### config.mk
export PLATFORM = sky130hd
export DESIGN_NAME = regfile_req_adapter
export DESIGN_NICKNAME = d
export VERILOG_FILES = /design/src/rtl/regfile_req_pkg.sv /design/src/rtl/regfile_req_adapter_respq.sv /design/src/rtl/regfile_req_adapter.sv
export SDC_FILE = /design/constraint.sdc
export NUM_CORES = 1
export LEC_CHECK = 0
export BUFFER_PORTS_ARGS = -buffer_cell sky130_fd_sc_hd__clkbuf_2
export CORE_MARGIN = 2
export CORE_UTILIZATION = 48
export CTS_CLUSTER_DIAMETER = 40
export DETAILED_ROUTE_END_ITERATION = 6
export PLACE_DENSITY = 0.76
export SLEW_MARGIN = 25
export SYNTH_ARGS = -nofsm -noshare
export SYNTH_HDL_FRONTEND = slang
export SYNTH_SLANG_ARGS = --single-unit
### constraint.sdc
create_clock -name clk -period 4.99 [get_ports clk]
set_clock_uncertainty 0.15 [all_clocks]
set_input_delay 0.998 -clock clk [delete_from_list [all_inputs] [get_ports clk]]
set_output_delay 0.998 -clock clk [all_outputs]
set_load 0.01 [all_outputs]
### src/rtl/regfile_req_pkg.sv
// Shared types for the regfile request adapter: request type encoding, message structs
// and the response queue depth. Struct widths follow the REGFILE_REQ_* width macros.
`ifndef REGFILE_REQ_DATA_NBITS
`define REGFILE_REQ_DATA_NBITS 32
`endif
`ifndef REGFILE_REQ_ADDR_NBITS
`define REGFILE_REQ_ADDR_NBITS 5
`endif

package regfile_req_pkg;

  typedef enum logic {
    RF_REQ_READ  = 1'b0,
    RF_REQ_WRITE = 1'b1
  } rf_req_type_t;

  typedef struct packed {
    rf_req_type_t                       typ;
    logic [`REGFILE_REQ_ADDR_NBITS-1:0] addr;
    logic [`REGFILE_REQ_DATA_NBITS-1:0] data;
  } rf_req_msg_t;

  typedef struct packed {
    rf_req_type_t                       typ;
    logic [`REGFILE_REQ_DATA_NBITS-1:0] data;
  } rf_resp_msg_t;

  localparam int RESP_QUEUE_DEPTH = 2;

endpackage

### src/rtl/regfile_req_adapter_respq.sv
// Two-entry circular response queue: 1-bit enq/deq pointers and a 2-bit occupancy count.
// The producer never enqueues into a full queue, so enq_val carries no ready.
module regfile_req_adapter_respq
  import regfile_req_pkg::*;
#(
  parameter int p_data_nbits = 32
)
(
  input  logic                    clk,
  input  logic                    reset,
  input  logic                    enq_val,
  input  logic                    enq_type,
  input  logic [p_data_nbits-1:0] enq_data,
  output logic                    deq_val,
  input  logic                    deq_rdy,
  output logic                    deq_type,
  output logic [p_data_nbits-1:0] deq_data,
  output logic [1:0]              count
);

  logic                    r_type [RESP_QUEUE_DEPTH];
  logic [p_data_nbits-1:0] r_data [RESP_QUEUE_DEPTH];
  logic                    r_enq_ptr;
  logic                    r_deq_ptr;
  logic [1:0]              r_count;
  logic                    w_deq_xfer;

  assign deq_val    = (r_count != 2'd0);
  assign w_deq_xfer = deq_val && deq_rdy;
  assign deq_type   = r_type[r_deq_ptr];
  assign deq_data   = r_data[r_deq_ptr];
  assign count      = r_count;

  always_ff @(posedge clk) begin
    if (reset) begin
      r_enq_ptr <= 1'b0;
      r_deq_ptr <= 1'b0;
      r_count   <= 2'd0;
    end else begin
      if (enq_val)
        r_enq_ptr <= ~r_enq_ptr;
      if (w_deq_xfer)
        r_deq_ptr <= ~r_deq_ptr;
      // Simultaneous enq and deq leaves the occupancy unchanged.
      case ({enq_val, w_deq_xfer})
        2'b10:   r_count <= r_count + 2'd1;
        2'b01:   r_count <= r_count - 2'd1;
        default: r_count <= r_count;
      endcase
    end
  end

  always_ff @(posedge clk) begin
    if (enq_val) begin
      r_type[r_enq_ptr] <= enq_type;
      r_data[r_enq_ptr] <= enq_data;
    end
  end

endmodule

### src/rtl/regfile_req_adapter.sv
// Val/rdy request front end for a 1r1w regfile: one ACCESS stage, then a 2-entry response queue.
// Optional REGFILE_REQ_ADAPTER_ZERO_EN makes entry 0 read as zero and ignore writes.
module regfile_req_adapter
  import regfile_req_pkg::*;
#(
  parameter  int p_data_nbits  = 32,
  parameter  int p_num_entries = 32,
  localparam int c_addr_nbits  = $clog2(p_num_entries)
)
(
  input  logic                    clk,
  input  logic                    reset,

  input  logic                    req_val,
  output logic                    req_rdy,
  input  logic                    req_type,
  input  logic [c_addr_nbits-1:0] req_addr,
  input  logic [p_data_nbits-1:0] req_data,

  output logic                    resp_val,
  input  logic                    resp_rdy,
  output logic                    resp_type,
  output logic [p_data_nbits-1:0] resp_data,

  output logic [c_addr_nbits-1:0] rf_read_addr,
  input  logic [p_data_nbits-1:0] rf_read_data,
  output logic                    rf_write_en,
  output logic [c_addr_nbits-1:0] rf_write_addr,
  output logic [p_data_nbits-1:0] rf_write_data
);

  logic                    w_req_xfer;
  logic                    r_acc_val_p1;
  rf_req_type_t            r_acc_type_p1;
  logic [c_addr_nbits-1:0] r_acc_addr_p1;
  logic [p_data_nbits-1:0] r_acc_data_p1;
  logic                    w_acc_is_wr_p1;
  logic                    w_wen_p1;
  logic [p_data_nbits-1:0] w_rd_data_p1;
  logic [p_data_nbits-1:0] w_resp_data_p1;
  logic [1:0]              w_resp_count;

  // Credits count queued responses plus the one in ACCESS, so the queue can never overflow.
  assign req_rdy    = ({1'b0, w_resp_count} + {2'b00, r_acc_val_p1}) < 3'd2;
  assign w_req_xfer = req_val && req_rdy;

  // ---- accept edge -> ACCESS stage ----
  always_ff @(posedge clk) begin
    if (reset)
      r_acc_val_p1 <= 1'b0;
    else
      r_acc_val_p1 <= w_req_xfer;
  end

  always_ff @(posedge clk) begin
    if (w_req_xfer) begin
      r_acc_type_p1 <= rf_req_type_t'(req_type);
      r_acc_addr_p1 <= req_addr;
      r_acc_data_p1 <= req_data;
    end
  end

  assign w_acc_is_wr_p1 = (r_acc_type_p1 == RF_REQ_WRITE);

`ifdef REGFILE_REQ_ADAPTER_ZERO_EN
  logic w_addr_zero_p1;
  assign w_addr_zero_p1 = (r_acc_addr_p1 == '0);
  assign w_wen_p1       = r_acc_val_p1 && w_acc_is_wr_p1 && !w_addr_zero_p1;
  assign w_rd_data_p1   = w_addr_zero_p1 ? '0 : rf_read_data;
`else
  assign w_wen_p1       = r_acc_val_p1 && w_acc_is_wr_p1;
  assign w_rd_data_p1   = rf_read_data;
`endif

  // Write addr/data only change on accept, so they hold their last value while idle.
  assign rf_read_addr   = r_acc_addr_p1;
  assign rf_write_en    = w_wen_p1;
  assign rf_write_addr  = r_acc_addr_p1;
  assign rf_write_data  = r_acc_data_p1;
  assign w_resp_data_p1 = w_acc_is_wr_p1 ? '0 : w_rd_data_p1;

  // ---- ACCESS -> response queue ----
  regfile_req_adapter_respq #(
    .p_data_nbits (p_data_nbits)
  ) u_respq (
    .clk      (clk),
    .reset    (reset),
    .enq_val  (r_acc_val_p1),
    .enq_type (w_acc_is_wr_p1),
    .enq_data (w_resp_data_p1),
    .deq_val  (resp_val),
    .deq_rdy  (resp_rdy),
    .deq_type (resp_type),
    .deq_data (resp_data),
    .count    (w_resp_count)
  );

endmodule

## Word-level counts from Yosys, hierarchy flattened

Memory sizes are Yosys's and may differ from the RTL's. A register that Yosys moved wholly into a read port is not among the register bits.
Index checks and enable logic that the tools add are counted.

| word-level totals | value |
|---|---|
| register bits | 43 |
| memories | 2 |
| logic and storage cells | 30 |
| bits of input ports | 74 |
| bits in writable memories | 66 |

| operators by class | value |
|---|---|
| mux-type cells | 8 |
| add/subtract/negate cells | 3 |
| $lt $le $gt $ge | 1 |
| eq/ne operators | 2 |
| bitwise operators | 2 |
| reductions and logical operators | 5 |

Memory list:

| name | words | bits a word | read ports | clocked after memory_dff | write ports | line | RTL |
|---|---|---|---|---|---|---|---|
| u_respq.r_data | 2 | 32 | 1 | 1 | 1 | regfile_req_adapter_respq.sv:22 | `logic [p_data_nbits-1:0] r_data [RESP_QUEUE_DEPTH];` |
| u_respq.r_type | 2 | 1 | 1 | 1 | 1 | regfile_req_adapter_respq.sv:21 | `logic r_type [RESP_QUEUE_DEPTH];` |

Operators by type and width:

| kind | number |
|---|---|
| $mux 32 | 1 |
| $mux 1 | 6 |
| $pmux 2 s2 | 1 |
| $reduce_bool 2->1 | 2 |
| $add 2x1->3 | 1 |
| $logic_and 1x1->1 | 3 |
| $lt 3x2->1 const B | 1 |
| $add 2x1->2 const B | 1 |
| $eq 2x1->1 const B | 1 |
| $eq 2x2->1 const B | 1 |
| $not 1->1 | 2 |
| $sub 2x1->2 const B | 1 |

## Longest topological paths before layout

Gate-level depths: netlist (run 1).

| logic depth | value |
|---|---|
| word-level depth | 4 |
| gate-level depth with buffers | 5 |

## Modules after synthesis

Synthesis (run 1) repeated with hierarchy kept, for this count alone.

| unflattened totals | value |
|---|---|
| cells, all modules | 209 |
| area, all modules | 4033.9 sq um |

By module, submodules not included:

| module | area each (sq um) | instances | cells each |
|---|---|---|---|
| regfile_req_adapter_respq | 2580.0 | 1 | 125 |
| regfile_req_adapter | 1453.9 | 1 | 84 |

## Worst setup path before layout (run 1)

OpenSTA, ideal clock, no wires.

| timing | value |
|---|---|
| path kind | input port to flip-flop |
| from | input req_val |
| to | register r_acc_type_p1 (enable) |
| slack | 0.454 ns |
| setup time | 0.493 ns |
| cell stages on the path | 2 |
| data arrival time | 3.894 ns |
| buffers on the path | 0 |
| path through | inv_1 > a211oi_1 |

| on the way | value |
|---|---|
| cells in the longest elaborated chain, start to end | 1 |

RTL lines:

| item | line | RTL |
|---|---|---|
| start, declared | regfile_req_adapter.sv:14 | `input logic req_val,` |
| $logic_and 1x1->1 | regfile_req_adapter.sv:45 | `assign w_req_xfer = req_val && req_rdy;` |
| net w_req_xfer | regfile_req_adapter.sv:32 | `logic w_req_xfer;` |
| end signal, assigned | regfile_req_adapter.sv:57 | `r_acc_type_p1 <= rf_req_type_t'(req_type);` |
| end, declared | regfile_req_adapter.sv:34 | `rf_req_type_t r_acc_type_p1;` |

The timed path passes the listed nets, and every way through them passes these cells.
A chain may end at the register's enable or synchronous reset.

==> results of run 1 <==
cell usage after synthesis:
| master | instances | area share |
|---|---|---|
| a211oi_1 | 1 | 0.0019 |
| a21oi_1 | 2 | 0.0025 |
| and2_1 | 2 | 0.0031 |
| buf_2 | 3 | 0.0037 |
| buf_4 | 5 | 0.0093 |
| clkbuf_1 | 4 | 0.0037 |
| dfxtp_1 | 6 | 0.030 |
| edfxtp_1 | 104 | 0.78 |
| ha_1 | 1 | 0.0031 |
| inv_1 | 2 | 0.0019 |
| mux2_2 | 33 | 0.092 |
| nor2_1 | 5 | 0.0047 |
| nor2b_1 | 33 | 0.051 |
| o21a_1 | 1 | 0.0019 |
| o21ai_0 | 1 | 0.0012 |
| or2_2 | 1 | 0.0016 |
| or3_1 | 1 | 0.0016 |
| xnor2_1 | 3 | 0.0065 |
| xor2_1 | 1 | 0.0022 |
layout by cell type, fill, tap and decap left out, drive strengths merged, types with 2 or more instances in the layout:
master    count
nor2          5
nor2b        33
inv           3
dfxtp         6
edfxtp      104
mux2         33
clkbuf      161
clkinv        3
clkinvlp      2
buf           2
and2          2
a21oi         2
xnor2         3
flip-flops by register name, indices dropped and copies added (netlist names), named ones only:
signal / flops
r_acc_type_p1: 1
u_respq.r_data: 64
u_respq.count: 2
u_respq.r_type: 2
u_respq.r_deq_ptr: 1
u_respq.r_enq_ptr: 1
rf_read_addr: 5
r_acc_val_p1: 1
rf_write_data: 32
stage by stage:
step | power (mW) | area [um^2] | setup slack [ns] | hold WS, ns | std cells
after floorplan | 1.541 | 4018 | 0.4537 | 0.3309 | 209
after global placement | 1.740 | 4875 | 2.414 | 0.3500 | 455
after detailed placement | 1.751 | 4875 | 2.425 | 0.3931 | 455
after CTS | 2.220 | 5050 | 2.021 | 0.4170 | 471
after global routing | 2.290 | 5050 | 1.959 | 0.4374 | 471
final | 2.189 | 5050 | 2.080 | 0.4024 | 471
final cells by class:
| cell class | instances | area share |
|---|---|---|
| clock buffer | 10 | 0.02527 |
| inverter | 2 | 0.001487 |
| timing repair buffer | 153 | 0.1526 |
| clock inverter | 6 | 0.009415 |
| multi-input combinational | 85 | 0.1427 |
| tap | 105 | 0.02602 |
| sequential | 110 | 0.6425 |
cell families after synthesis:
family / synth area share
DFF: 0.8072
and+or+nand+nor: 0.06229
muxes: 0.09250
buffers and inverters: 0.01869
AOI/OAI and AO/OA: 0.007475
xor gates and xnor gates: 0.008722
adders and majority gates: 0.003114
worst min-delay path: stages (launching register included):
cell	delay, ns
dfxtp_1	0.35
xnor2_1	0.09
nor2_1	0.08
per-layer routing:
layer	wire length, um	part of all wire
met2	3673	0.51
met5	0	0
met3	721	0.10
met1	2662	0.37
met4	121	0.017
power breakdown:
part / internal, mW / total, mW / switching (mW)
registers: 1.15 / 1.23 / 0.0794
logic: 0.234 / 0.485 / 0.251
clock network: 0.185 / 0.472 / 0.286
final timing paths:
kind,from,to,depth (start not counted)
setup / recovery,register,resp_data[20],2
hold / removal,u_respq.r_deq_ptr,u_respq.r_deq_ptr,2
setup reg to reg,r_acc_val_p1,u_respq.r_data[0][0],2
hold reg to reg,u_respq.r_deq_ptr,u_respq.r_deq_ptr,2
==> metrics.md, run 1 <==
| Metric | Value |
|---|---|
| Status | `complete, no violations` |
| Flip-flop and latch count after synthesis | `110` |
| Final WL | `7.178 mm` |
| Cell leakage power | `2.006 nW` |
| Multi-input logic area | `720.7 um^2` |
| Placement Rows | `33` |
| Slew Viols, Final | `0` |
| DPL Wire Length | `5.014 mm` |
| Hold_buf cts | `0` |
| RSZ-0062 raised after global routing | `false` |
| Avg Inst Size Synth | `19.22 um^2` |
| Die area | `9117 um^2` |
| Netlist cell types | `19` |
| Post-Synthesis Cells | `209` |
| Via count | `2255` |
| Crit path buf inv count | `1` |
| CP required | `3.84 ns` |
| TritonCTS clock tree | `built` |
| Floorplan core area | `8175 um^2` |
| Final setup vio count | `0` |
| DR pass1 iterations | `4` |
| CTS H-tree depth | `3` |
| Register Area | `3244 um^2` |
| Post-route minimum period | `2.910 ns` |
| M3 GR Usage | `0.06719` |
| Post-CTS sizing | `0` |
| Worst Max-Slew Pin Slew | `0.9799 ns` |
| Critical-path cell list | `mux2_2 -> clkbuf_2` |
| Final antenna-violating net count | `0` |
| M1 GR Usage | `0.1609` |
| Nets | `436` |
| CP Class | `reg2out` |
| First-pass GRT wire length | `10.35 mm` |
| Avg Vias per Cell | `4.788` |
| CTS Root Cell | `clkbuf_8` |
| Die height | `95.49 um` |
| Cell area after synthesis | `4018 um^2` |
| Power density cells | `433.6 nW/um^2` |
| Clock transition at path regs | `0.09 ns` |
| CTS Buf Count | `9` |
| Max cap viols | `0` |
| Area delta synth->final | `25.69%` |
| Die width | `95.49 um` |
| Initial DRC count | `70` |
| Clk sink count | `110` |
| Most Crowded Layer GR | `met2` |
| Remaining DRCs | `0` |
| WL per Instance | `15.24 um` |
| Layout cells sized above 1 | `0.5601` |
| Postcts setup bufs | `0` |
| Vias in the first global route | `2312` |
| Worst EP arrival | `1.76 ns` |
| Hold Vio Cnt, Final | `0` |
| Initial Util | `0.4914` |
| Gpl congestion | `0.7199` |
| Met2 Track Usage GR | `0.2799` |
| Worst slew margin relative to its limit | `0.3452` |
| Largest net degree at the start of global routing | `40` |
| FMAX | `343.7 MHz` |
| CP max stage cell | `dfxtp_2` |
| Setup crit end kind | `output pin` |
| Ports | `152` |
| Flop-to-flop setup slack | `3.07 ns` |
| Max FO, Critical Path | `33` |
| CP max stage delay | `0.84 ns` |
| Initial antenna violation count | `0` |
| Clock Latency Late Sink | `0.35 ns` |
| Net Count, Synth | `284` |
| Grt total ovfl | `0` |
| Total GRT Usage | `0.1563` |
| Yosys warnings | `0` |
| Setup crit start kind | `register` |
| VDD IR max | `0.2442 mV` |
| Diodes inserted | `0` |
| Post-synthesis sequential area ratio | `0.8072` |
| PortBufs | `151` |
| Longest Clk Path Bufs | `2` |
| Kind of cell adding the most delay to the critical path | `flip-flops` |
| Class of the worst hold path | `reg2reg` |
| Setup_tns | `0 ns` |
| Utilization after layout | `0.6177` |
| Layout fillers | `629` |
| Period utilisation layout | `0.5831` |
Power figures use the tool's default switching activity.
==> run 2: changes to the inputs <==
- ABC_AREA: unset -> 1
- CORE_UTILIZATION: 48 -> 49
- PLACE_DENSITY: 0.76 -> 0.77
- clock period: 4.99 -> 2.7 ns (I/O delays scaled with it)
==> run 2 against run 1 <==
Cell count increased by 12%. Critical endpoint is now resp_data[14]. Largest cell class unchanged. Non-clock buffer count up 3. Register-to-register slack got worse by 2.1 ns. Global-route usage is 0.18 points higher.
==> metrics.md, run 2 <==
| Metric | Value |
|---|---|
| Setup crit end kind | `output pin` |
| Post-synthesis sequential area ratio | `0.7606 (-0.04666)` |
| Gpl congestion | `0.8110 (+13%)` |
| Post-synth ARST share | `0 (unchanged)` |
| CTS H-tree depth | `3 (unchanged)` |
| Flip-flop and latch count after synthesis | `110 (unchanged)` |
| Period utilisation layout | `0.8532` |
| RSZ-0062 raised after global routing | `false` |
| Commonest non-fill, non-tap cell in the layout | `clkbuf_2` |
| Worst Max-Slew Pin Slew | `0.6571 ns (-0.3228 ns)` |
| Die width | `97.29 um (+1.9%)` |
| Class of the worst hold path | `in2reg` |
| Floorplan core area | `8593 um^2 (+5.1%)` |
| Area contributors post-synth | `edfxtp_1 73%, mux2_4 11%, inv_1 3.7%, nor2_1 3.7%, dfxtp_1 2.8%` |
| TritonCTS clock tree | `built` |
| Hold_buf cts | `0 (unchanged)` |
| Slew Viols, Final | `0 (unchanged)` |
| Placement Rows | `34 (+3.0%)` |
| Postcts setup bufs | `0 (unchanged)` |
| Nets | `488 (+12%)` |
| Commonest non-fill, non-tap cells in the layout | `151 x clkbuf_2, 104 x edfxtp_1, 42 x inv_1` |
| Clock Latency Late Sink | `0.36 ns (about the same)` |
| Clock transition at path regs | `0.10 ns (about the same)` |
| CP required | `2.01 ns (-1.83 ns)` |
| Post-Synthesis Cells | `259 (+24%)` |
| Largest net degree at the start of global routing | `39 (-2.5%)` |
| Largest register FFs | `64 (unchanged)` |
| Cell leakage power | `2.382 nW (+19%)` |
| CTS Root Cell | `clkbuf_8` |
| Initial antenna violation count | `0 (unchanged)` |
| Cell area after synthesis | `4264 um^2 (+6.1%)` |
| Netlist cell types | `21 (+2)` |
| Hold Vio Cnt, Final | `0 (unchanged)` |
| Most frequent cell after synthesis | `edfxtp_1` |
| Setup crit start kind | `register` |
| Synth Flop Type | `edfxtp_1` |
| Power Total | `3.784 mW (+73%)` |
| Die height | `97.29 um (+1.9%)` |
| Wire length on met2 | `3.634 mm (-1.1%)` |
| Setup_tns | `0 ns (unchanged)` |
| Vias in the first global route | `2439 (+5.5%)` |
| Final setup vio count | `0 (unchanged)` |
| Final cell count without fillers | `526 (+12%)` |
| Diodes inserted | `0 (unchanged)` |
| Metal3 WL | `821 um (+14%)` |
| Worst slew margin relative to its limit | `0.5614 (+0.2163)` |
| Total GRT Usage | `0.1581 (+0.001753)` |
| VDD IR max | `0.3744 mV (+53%)` |
| Max cap viols | `0 (unchanged)` |
| Avg Inst Size Synth | `16.46 um^2 (-14%)` |
| Status | `complete, no violations` |
| Multi-input logic area | `747.0 um^2 (+3.6%)` |
| Synth top area share | `0.7324 (-0.04493)` |
| DPL Wire Length | `5.284 mm (+5.4%)` |
| Placed cells | `510 (+12%)` |
| PortBufs | `151 (unchanged)` |
| Net Count, Synth | `334 (+18%)` |
| Layout cells sized above 1 | `0.5024 (-0.05772)` |
| CP Class | `reg2out` |
| Power density cells | `709.6 nW/um^2 (+64%)` |
| Final WL | `7.375 mm (+2.7%)` |
| Max FO, Critical Path | `26 (-21%)` |
| Place WS | `0.7640 ns (-1.661 ns)` |
| CTS Buf Count | `9 (unchanged)` |
| Register Area | `3244 um^2 (unchanged)` |
| Utilization after layout | `0.6206 (+0.002867)` |
| WL per Instance | `14.02 um (-8.0%)` |
| Yosys warnings | `0 (unchanged)` |
| Area delta synth->final | `25.06%` |
| Post-synth top cells | `104 x edfxtp_1, 42 x inv_1, 42 x nor2_1, 30 x mux2_4, 8 x nand2_1` |
| Initial DRC count | `63 (-10%)` |
| Clk sink count | `110 (unchanged)` |
| FMAX | `434.1 MHz` |
| Avg Vias per Cell | `4.620 (-3.5%)` |
| DR pass1 iterations | `4 (unchanged)` |
| Final antenna-violating net count | `0 (unchanged)` |
| Largest Register | `u_respq.r_data` |
| Final setup margin | `0.3964 ns (-1.684 ns)` |
| EDFF count, synth | `104 (unchanged)` |
| Ports | `152 (unchanged)` |
| Layout fillers | `654 (+4.0%)` |
| Remaining DRCs | `0 (unchanged)` |
| Post-CTS sizing | `0 (unchanged)` |
| Post-route minimum period | `2.304 ns` |
| Worst EP arrival | `1.61 ns (-0.15 ns)` |
| Longest Clk Path Bufs | `2 (unchanged)` |
| Via count | `2430 (+7.8%)` |
| Top routing layer in use | `met4` |
| Initial Util | `0.4962 (+0.004785)` |
| First-pass GRT wire length | `11.50 mm (+11%)` |
| Met1 Routed Length | `2.834 mm (+6.5%)` |
| Largest area contributor in the netlist | `edfxtp_1` |
| Grt total ovfl | `0 (unchanged)` |
| Die area | `9464 um^2 (+3.8%)` |
[run 2: changes by cell type after synthesis, moves of 3 or more]
cell and delta:
mux2_2 -30, buf_12 +3, inv_1 +40, nand2_1 +8, xnor2_1 -3, nor2b_1 -33
mux2_4 +30, nor2_1 +37, clkbuf_1 -3
[run 2: worst paths after layout]
check / start / to / slack [ns] / cells past startpoint
min reg2reg: u_respq.r_deq_ptr / u_respq.r_deq_ptr / 0.37 / 2
min: req_data[30] / rf_write_data[30] / 0.20 / 1
max reg2reg: r_acc_val_p1 / u_respq.r_data[1][18] / 1.02 / 3
max: register / resp_data[14] / 0.40 / 3
[run 2: cell type report]
class / instances / share of cell area
clock buffer: 10 / 0.02393
multi-input combinational: 92 / 0.1401
sequential: 110 / 0.6084
inverter: 44 / 0.03097
clock inverter: 6 / 0.01783
timing repair buffer: 156 / 0.1534
tap: 108 / 0.02534
[run 2: routing by layer]
metal / track usage / vias to the layer above
met1: 0.1755 / 1122
met5: 0 / -
li1: - / 1183
met2: 0.2671 / 119
met4: 0.06731 / 0
met3: 0.06763 / 6
[run 2: worst max-delay path, stage by stage, from the launching register on]
cell and delay [ns]:
dfxtp_2 0.50, buf_12 0.26, mux2_2 0.35, clkbuf_2 0.12
[run 2: per-stage QoR]
| step | hold slack, ns | instance area, um^2 |
|---|---|---|
| 2_1_floorplan | 0.2930 | 4269 |
| 3_3_place_gp | 0.3285 | 5110 |
| 3_5_place_dp | 0.3446 | 5110 |
| 4_1_cts | 0.1750 | 5333 |
| 5_1_grt | 0.1767 | 5333 |
| 6_report | 0.1994 | 5333 |
[run 2: power breakdown]
group | switching (mW) | internal, mW
registers | 0.0566 | 2.03
logic | 0.331 | 0.299
clock network | 0.535 | 0.533
total | 0.922 | 2.86
[run 2: logic make-up after synthesis]
family / Yosys count / share of synthesized area
buffers and inverters: 57 / 0.06866
AOI/OAI and AO/OA: 3 / 0.003518
DFF: 110 / 0.7606
muxes: 33 / 0.1136
adders and majority gates: 1 / 0.002934
and+or+nand+nor: 55 / 0.05077
==> run 3: changes to the inputs <==
==> constraint.sdc (replaced) <==
create_clock -name clk -period 2.7 [get_ports clk]
set_clock_uncertainty 0.15 [all_clocks]
set_input_delay 0.135 -clock clk [delete_from_list [all_inputs] [get_ports clk]]
set_output_delay 0.135 -clock clk [all_outputs]
set_load 0.01 [all_outputs]
==> run 3 against run 2 <==
Count of clock-buffer cells in the layout is 1 lower. Global-route usage grew 3.3 points. Sequential share of layout area shrank 6.9 points. Final area is 13% higher. Worst hold slack gained 0.15 ns. Critical path depth stayed put. Core utilization up 7.9 points. Cell count rose by 14%. Critical path type unchanged. Largest power group unchanged.
==> metrics.md, run 3 (synthesis results as in run 2) <==
| Metric | Value |
|---|---|
| RSZ-0062 raised after global routing | `false` |
| Setup crit start kind | `register` |
| Hold Slack | `0.3481 ns (+0.1487 ns)` |
| Post-route cell area | `6011 um^2 (+13%)` |
| Initial antenna violation count | `0 (unchanged)` |
| Gpl congestion | `0.7541 (-7.0%)` |
| CP Class | `reg2out` |
| Placed cells | `510 (unchanged)` |
| CP max stage delay | `0.65 ns (+0.15 ns)` |
| Die height | `97.29 um (unchanged)` |
| Floorplan core area | `8593 um^2 (unchanged)` |
| CTS H-tree depth | `3 (unchanged)` |
| Longest Clk Path Bufs | `2 (unchanged)` |
| Hold Vio Cnt, Final | `0 (unchanged)` |
| Remaining DRCs | `0 (unchanged)` |
| Vias in the first global route | `2843 (+17%)` |
| Placement Rows | `34 (unchanged)` |
| CTS Buf Count | `9 (unchanged)` |
| DPL Wire Length | `5.628 mm (+6.5%)` |
| Clock Latency Late Sink | `0.35 ns (about the same)` |
| Post-CTS sizing | `0 (unchanged)` |
| Period utilisation layout | `0.7536 (-0.09961)` |
| WL per Instance | `15.17 um (+8.2%)` |
| Power density cells | `613.8 nW/um^2 (-13%)` |
| Ports | `152 (unchanged)` |
| Max cap viols | `0 (unchanged)` |
| FMAX | `491.5 MHz (+13%)` |
| CP max stage cell | `dfxtp_2` |
| Largest Register | `u_respq.r_data` |
| Slew Viols, Final | `0 (unchanged)` |
| Commonest non-fill, non-tap cells in the layout | `151 x clkbuf_2, 104 x edfxtp_1, 73 x dlygate4sd3_1` |
| Worst EP arrival | `1.75 ns (+0.14 ns)` |
| Diodes inserted | `0 (unchanged)` |
| Grt total ovfl | `0 (unchanged)` |
| Largest net degree at the start of global routing | `39 (unchanged)` |
| Critical-path cell list | `buf_12 -> mux2_2 -> clkbuf_2` |
| Via count | `2750 (+13%)` |
| Die width | `97.29 um (unchanged)` |
| TritonCTS clock tree | `built` |
| Setup_tns | `0 ns (unchanged)` |
| Utilization after layout | `0.6995 (+0.07892)` |
| Avg Vias per Cell | `4.599 (-0.46%)` |
| Layout cells sized above 1 | `0.4286 (-0.07382)` |
| PortBufs | `151 (unchanged)` |
| CTS Root Cell | `clkbuf_8` |
| Setup crit end kind | `output pin` |
| Status | `complete, no violations` |
| Commonest non-fill, non-tap cell in the layout | `clkbuf_2` |
| VDD IR max | `0.3866 mV (+3.3%)` |
| Post-route minimum period | `2.035 ns (-0.2689 ns)` |
| Nets | `561 (+15%)` |
| Worst slew margin relative to its limit | `0.6194 (+0.05800)` |
| Total GRT Usage | `0.1912 (+0.03313)` |
| Worst Max-Slew Pin Slew | `0.5702 ns (-0.08690 ns)` |
| Layout fillers | `608 (-7.0%)` |
| CP required | `2.41 ns (+0.40 ns)` |
| Final setup vio count | `0 (unchanged)` |
| Placed Area | `5110 um^2 (unchanged)` |
| Final WL | `9.072 mm (+23%)` |
| Final cell count without fillers | `598 (+14%)` |
| Cell leakage power | `2.659 nW (+12%)` |
| Clk sink count | `110 (unchanged)` |
| Hold_buf cts | `73 (+73)` |
| Largest register FFs | `64 (unchanged)` |
| Area delta synth->final | `40.96%` |
| Max FO, Critical Path | `20 (-23%)` |
| Initial Util | `0.4962 (unchanged)` |
| Clock transition at path regs | `0.10 ns (about the same)` |
| First-pass GRT wire length | `13.95 mm (+21%)` |
| Postcts setup bufs | `0 (unchanged)` |
| Die area | `9464 um^2 (unchanged)` |
| Initial DRC count | `74 (+17%)` |
| Class of the worst hold path | `in2reg` |
| Final antenna-violating net count | `0 (unchanged)` |
| DR pass1 iterations | `4 (unchanged)` |
[run 3: changes by cell type in the layout (fill, tap and decap cells not counted)]
cell           delta
dlygate4sd3_1    +73
bufinv_16         -2
clkbuf_1          -1
clkinv_2          +1
clkinv_4          -1
clkinvlp_4        +2
[run 3: cell type report]
cell class,count,area (um^2),area share
multi-input combinational,92,747.0,0.1243
inverter,44,165.2,0.02748
clock buffer,9,123.9,0.02061
timing repair buffer,229,1549,0.2577
tap,108,135.1,0.02248
sequential,110,3244,0.5398
clock inverter,6,46.29,0.007702
[run 3: routing by layer]
layer | wire length [um] | up-vias | track usage
met2 | 4437 | 125 | 0.3253
li1 | - | 1330 | -
met4 | 157 | 0 | 0.07158
met3 | 827 | 11 | 0.06403
met5 | 0 | - | 0
met1 | 3649 | 1284 | 0.2271
[run 3: critical path, delay by kind of cell, from the launching register on]
| kind | cells | cell delay [ns] |
|---|---|---|
| mux | 1 | 0.36 |
| flops | 1 | 0.65 |
| buf+inv | 2 | 0.38 |
[run 3: final timing paths]
kind / from / endpoint / slack [ns] / cells after the start
worst min-delay path: req_addr[2] / rf_read_addr[2] / 0.35 / 2
worst max-delay path: register / resp_data[13] / 0.67 / 3
worst max register to register: r_acc_val_p1 / u_respq.r_data[0][17] / 1.05 / 3
worst min register to register: u_respq.r_deq_ptr / u_respq.r_deq_ptr / 0.38 / 2
[run 3: stage by stage]
stage	power, mW	setup slack [ns]
finish	3.690	0.6653
global route	3.861	0.5864
CTS	3.709	0.6515
detailed placement	2.776	1.045
global placement	2.756	1.056
floorplan	2.541	0.1908
[run 3: report_power, final]
group	internal (mW)	switching [mW]	total [mW]
Combinational	0.369	0.348	0.717
Clock	0.337	0.530	0.867
Sequential	2.03	0.0753	2.11
